[src/rtl/timer_arbiter.sv]
// timer_arbiter: one shared up-counter time-sliced among NUM_REQ requesters.
// Round-robin grant in IDLE, count 0..len_q in RUN, one-cycle done pulse in DONE.
// Optional: define TIMER_ARB_STATS_EN to add a saturating done_total counter port.
module timer_arbiter #(
  parameter int NUM_REQ = 4,
  parameter int WIDTH   = 16
) (
  input  logic                     clock,
  input  logic                     resetN,
  input  logic [NUM_REQ-1:0]       req,
  input  logic [NUM_REQ*WIDTH-1:0] req_len,
  output logic [NUM_REQ-1:0]       grant,
  output logic [NUM_REQ-1:0]       done,
  output logic                     busy,
  output logic [WIDTH-1:0]         count
`ifdef TIMER_ARB_STATS_EN
  ,
  output logic [15:0]              done_total
`endif
);

  localparam int IW = (NUM_REQ > 1) ? $clog2(NUM_REQ) : 1;
  localparam logic [NUM_REQ-1:0] ONE = NUM_REQ'(1);

  typedef enum logic [1:0] {
    IDLE,
    RUN,
    DONE
  } state_t;

  state_t          state;
  logic [WIDTH-1:0] len_q;
  logic [IW-1:0]    last;
  logic [IW-1:0]    owner;
  logic [IW-1:0]    winner;

  // Round-robin search: first requester with req high after the last one served.
  always_comb begin
    logic        found;
    int unsigned idx;
    found  = 1'b0;
    idx    = 0;
    winner = last;
    for (int unsigned i = 1; i <= NUM_REQ; i++) begin
      idx = (32'(last) + i) % NUM_REQ;
      if (!found && req[idx]) begin
        found  = 1'b1;
        winner = IW'(idx);
      end
    end
  end

  // Main controller: arbitration, interval counting, done pulse.
  always_ff @(posedge clock or negedge resetN) begin
    if (!resetN) begin
      state <= IDLE;
      grant <= '0;
      done  <= '0;
      busy  <= 1'b0;
      count <= '0;
      len_q <= '0;
      last  <= IW'(NUM_REQ - 1);
      owner <= '0;
    end else begin
      done <= '0;
      unique case (state)
        IDLE: begin
          if (|req) begin
            grant <= ONE << winner;
            last  <= winner;
            owner <= winner;
            len_q <= req_len[winner*WIDTH +: WIDTH];
            count <= '0;
            busy  <= 1'b1;
            state <= RUN;
          end
        end
        RUN: begin
          // Cancel is tested first so it wins over a coincident terminal count.
          if (!req[owner]) begin
            grant <= '0;
            busy  <= 1'b0;
            state <= IDLE;
          end else if (count == len_q) begin
            grant <= '0;
            done  <= ONE << owner;
            state <= DONE;
          end else begin
            count <= count + WIDTH'(1);
          end
        end
        DONE: begin
          busy  <= 1'b0;
          state <= IDLE;
        end
        default: begin
          grant <= '0;
          busy  <= 1'b0;
          state <= IDLE;
        end
      endcase
    end
  end

`ifdef TIMER_ARB_STATS_EN
  // Completed-interval counter: bumps on each edge entering DONE, saturating.
  always_ff @(posedge clock or negedge resetN) begin
    if (!resetN) begin
      done_total <= '0;
    end else if (state == RUN && req[owner] && count == len_q && done_total != 16'hFFFF) begin
      done_total <= done_total + 16'd1;
    end
  end
`endif

endmodule

[config.mk]
export PLATFORM = sky130hd
export DESIGN_NAME = timer_arbiter
export DESIGN_NICKNAME = d
export VERILOG_FILES = /design/src/rtl/timer_arbiter.sv
export SDC_FILE = /design/constraint.sdc
export NUM_CORES = 1
export LEC_CHECK = 0
export CORE_MARGIN = 2
export CORE_UTILIZATION = 50
export CTS_CLUSTER_SIZE = 12
export DETAILED_ROUTE_END_ITERATION = 16
export PLACE_DENSITY = 0.86
export SYNTH_ARGS = -nofsm -noshare
export SYNTH_HDL_FRONTEND = slang
export SYNTH_SLANG_ARGS = --single-unit
[constraint.sdc]
create_clock -name clock -period 6.1 [get_ports clock]
set_clock_uncertainty 0.15 [all_clocks]
set_input_delay 0.915 -clock clock [delete_from_list [all_inputs] [get_ports clock]]
set_output_delay 0.915 -clock clock [all_outputs]
set_load 0.02 [all_outputs]
Yosys cells after proc, flatten, opt, wreduce, memory -nomap -nowiden --
Cells that the tools add are included.
Cells by class: shift operators 3, add/sub/neg operators 5, bitwise logic cells 1, muxes and demuxes 35, divide/modulo/power cells 0, reduce and logical (&&, ||, !) cells 14, $lt $le $gt $ge 5, multiply operators 0, equality and inequality tests 8
Operators by type and width (number):
- $shiftx A64 B7 Y16 | 1
- $mux W16 | 3
- $pmux W16 S2 | 1
- $mux W4 | 6
- $add A16 B1 Y16 const B | 1
- $eq A16 B16 Y1 | 1
- $lt A2 B3 Y1 const B | 5
- $mux W2 | 7
- $pmux W4 S3 | 1
- $bmux W1 S2 | 5
- $mux W1 | 10
- $ne A2 B2 Y1 const B | 4
- $shl A1 B2 Y4 const A | 2
- $reduce_and A2 Y1 | 3
- $add A2 B1 Y2 const B | 2
- $add A2 B2 Y2 const B | 2
- $pmux W2 S2 | 1
- $reduce_and A4 Y1 | 1
- $reduce_or A4 Y1 | 1
- $logic_and A1 B1 Y1 | 3
- $logic_not A1 Y1 | 3
- $ne A3 B3 Y1 const B | 1
- $reduce_and A3 Y1 | 1
- $eq A2 B1 Y1 const B | 1
- 5 further kinds | 5
Storage, ports and cells: bits in latches 0, output and inout port bits 25, bits in read-only memories 0, memory bits (writable) 0, flip-flop bits (word level) 47, memories kept 0, logic and storage cells 79

Longest topological paths before layout --
depth after elaboration 16, mapped depth 8

Least setup slack after synthesis --
Ideal clock, no wire load.
path type input port to flip-flop, start input port req[2], end register len_q[0], setup time 0.094 ns, path slack 3.569 ns, stages 6, buffers on the path 1, arrival 2.287 ns, cells stage by stage nor4_1 -> nor3_1 -> o21ai_1 -> clkbuf_1 -> o32ai_1 -> a211oi_1
Between the ends: cells in the longest elaborated chain, start to end 13, elaborated cells between the ends (all ways) 24
Ends and longest elaborated chain:
- from (decl) | line 10 | input logic [NUM_REQ-1:0] req,
- $bmux W1 S2 | line 46 | if (!found && req[idx]) begin
- $mux W1 (not written as such) | line 46
- $mux W1 | line 46
- $logic_not A1 Y1 | line 46
- $logic_and A1 B1 Y1 | line 46
- $mux W1 | line 46
- $logic_not A1 Y1 | line 46
- $logic_and A1 B1 Y1 | line 46
- $mux W1 | line 46
- $logic_not A1 Y1 | line 46
- $logic_and A1 B1 Y1 | line 46
- $mux W2 | line 46
- $shiftx A64 B7 Y16 | line 72 | len_q <= req_len[winner*WIDTH +: WIDTH];
- to (signal assigned) | line 72
- to (decl) | line 32 | logic [WIDTH-1:0] len_q;
Parallel ways exist; a longest one is shown, timed or not. The select of a mux whose other input is x is not followed. A chain may end at the register's enable or synchronous reset.

Worst setup path in the final report --
start input port req[2], end register len_q[1]
Same word-level chain as after synthesis.

==> metrics.md <==
| Metric | Value |
|---|---|
| Fmax | `268.8 MHz` |
| Mux cell area share after synthesis | `7.507%` |
| CP required | `6.16 ns` |
| WL/cell | `18.48 um` |
| Post-DP HPWL | `6.596 mm` |
| Final WS setup | `2.380 ns` |
| Library cells used by synthesis | `46` |
| Startpoint types | `input port` |
| H-tree depth | `2` |
| Adder-cell area share of the yosys netlist | `0.4218%` |
| Seq cells post-synth | `47` |
| Compound-Gate Fraction of Synth Area | `21.09%` |
| Pre-CTS WS | `2.126 ns` |
| Clk root buf | `clkbuf_8` |
| First-pass DRT Iterations | `5` |
| Area Growth Syn to Fin | `36.99%` |
| Initial antenna violation count | `0` |
| Final min period | `3.720 ns` |
| Max rail drop VDD | `0.1838 mV` |
| LEAKAGE | `1.624 nW` |
| Row count | `28` |
| Post-synthesis sequential area ratio | `39.73%` |
| Final setup viols | `0` |
| Asr flop ratio synth | `100.0%` |
| Worst-path cell chain | `clkdlybuf4s50_1 > nor4_1 > or3_1 > nor2_1 > a211oi_1` |
| Post-Syn Nets | `397` |
| Top-area cell type share of the netlist area | `37.96%` |
| XOR/XNOR Fraction of Synth Area | `4.724%` |
| Worst skew pair latency | `0.31 ns` |
| Post-synth top flop | `dfrtp_1` |
| Max-cap violations | `0` |
| Placed Area | `3928 um^2` |
| Post-layout net count | `478` |
| Largest cells by area after synthesis | `dfrtp_1, mux2i_1, xor2_1, nor4_1, o32ai_1` |
| First-pass GRT wire length | `14.07 mm` |
| Initial drt markers | `261` |
| Gp weighted congestion | `0.9693` |
| Worst path bufs/invs | `1` |
| Setup CP Type | `input port to register` |
| Largest net degree at the start of global routing | `48` |
| Critical Path Slowest Stage Cell | `or3_1` |
| Die H | `81.03 um` |
| Final non-filler cell area | `4064 um^2` |
| Global Route Usage Sum | `28.13%` |
| Die X | `81.03 um` |
| CTS Buffer Depth | `2` |
| ANT cells | `0` |
| Grt ovf | `0` |
| Largest family of logic cells by synthesized area | `simple AND/OR/NAND/NOR gates` |
| Post-Syn Area | `2967 um^2` |
| Hold-fix buffers, CTS | `0` |
| Worst hold path type | `register to register` |
| Worst-path fanout max | `25` |
| Starting Density | `51.01%` |
| Vias in the first global route | `2812` |
| Setup TNS | `0 ns` |
| EDFF count, synth | `0` |
| Syn Inst Count | `326` |
| Biggest area consumer among synthesized cells | `dfrtp_1` |
| Status | `complete, no violations` |
| Clock slew at reported path FFs | `0.08 ns` |
| Hold Vio Cnt, Final | `0` |
| Synth warn | `0` |
| CP Capture Type | `register` |
| DRC viols | `0` |
| Crit path arrival time | `3.78 ns` |
| Cts repair resizes | `0` |
| Post-CTS setup buffers | `0` |
| Max stage delay on crit path | `0.84 ns` |
| CTS Sinks | `47` |
| CTS tree | `yes` |
| Slew Viols, Final | `0` |
| Reg-to-reg setup timing slack | `3.01 ns` |
| RSZ-0062 raised after global routing | `false` |
| Metal1 wirelength | `3.497 mm` |
| Number of vias per cell | `6.416` |
| Via count | `3099` |
| Die area | `6565 um^2` |
| Actual slew at the worst max-slew pin | `1.317 ns` |
| Core area | `5816 um^2` |
| Post-Route WL | `8.928 mm` |
| Mean Syn Cell Area | `9.100 um^2` |
| Top-Level Pins | `95` |
| Antenna-violating nets left | `0` |
| P per Cell Area | `372.7 nW/um^2` |
| PortBufs | `94` |
| Routed wl met2 | `4.332 mm` |
| Crit path max-delay family | `simple AND/OR/NAND/NOR gates` |
| Slew headroom | `11.84%` |
| Overall Power | `0.001515 W` |
| Layout cells sized above 1 | `5.637%` |
| Simple-gate share of the synthesized area | `21.13%` |
| Routed met3 length | `870 um` |
| TritonCTS buffer count | `5` |
| Period utilization | `60.98%` |
| Max Used Layer | `met4` |
-- cells in the final DEF (no fill, tap or decap), drive strengths merged, types with 11 or more instances in the layout --
cell type,netlist,routed
mux2i,20,20
xor2,16,16
nor4,21,21
a211oi,16,16
dfrtp,45,45
o21ai,11,11
clkdlybuf4s50,0,93
o32ai,15,15
a21oi,16,16
inv,19,19
nand2,22,22
a31oi,16,16
-- state kept, by name (all words and copies together), names as in the netlist --
register,flops
count,16
len_q,16
last,2
owner,2
grant,4
done,4
busy,1
state,2
-- cell families (layout without fill, tap and decap cells) --
group	count (synthesis)	count (layout)
simple gates	110	110
buf+inv	41	123
flops	47	47
compound gates	90	90
xor+xnor	16	16
mux	21	21
fa+ha+maj	1	1
-- path summary, 6_finish.rpt --
check,from,endpoint,cells after the start
setup / recovery,req[2],len_q[1],5
hold / removal,last[1],last[1],2
setup reg to reg,last[0],len_q[1],6
hold reg to reg,last[1],last[1],2
max in group asynchronous,resetN,grant[0],1
min in group asynchronous,resetN,done[3],1
-- final cells by class --
cell class                 instances  area, um^2
clock buffer                       5       68.82
clock inverter                     3       67.56
fill                             468        1752
inverter                          19       71.32
multi-input combinational        238        1633
sequential                        47        1179
tap                               75       93.84
timing repair buffer              96       950.9
-- power by group --
part	internal [W]	switching [W]
Sequential	0.000412	0.000118
Clock	0.000163	0.000111
Combinational	0.000295	0.000416
Total	0.000870	0.000645
-- synth_stat cells (3+ instances only) --
cell       count
dfrtp_1       45
xor2_1        16
nand4_1        5
nor3b_1        3
nor3_1         8
a21oi_1       16
or3_1         10
o21ai_0        9
a31oi_1       16
nor2b_1        5
a211oi_1      16
o41ai_1        3
inv_1         19
clkbuf_1      18
nand2_1       22
nor4_1        21
o2bb2ai_1      4
o32ai_1       15
a22oi_1        3
nand3_1        6
mux2i_1       20
nor2_1        10
and3_1         5
-- per-layer routing --
layer  vias up  track usage (%)
li1       1411                -
met1      1439            37.81
met2       219            45.45
met3        30            5.111
met4         0            10.34
met5         -                0
-- worst min-delay path, delay by kind of cell, from the launching register on --
family	cells	cell delay (ns)
DFF	1	0.41
and+or+nand+nor	2	0.11
-- stage by stage --
| step | utilization (%) | hold slack [ns] | cells |
|---|---|---|---|
| after floorplan | - | 0.3184 | 326 |
| after global placement | 67.53 | 0.3392 | 475 |
| after detailed placement | 67.53 | 0.3477 | 475 |
| after CTS | 69.88 | 0.3617 | 483 |
| after global routing | 69.88 | 0.4180 | 483 |
| final | 69.88 | 0.3641 | 483 |
Note: power is estimated with default switching activity, not from simulation.
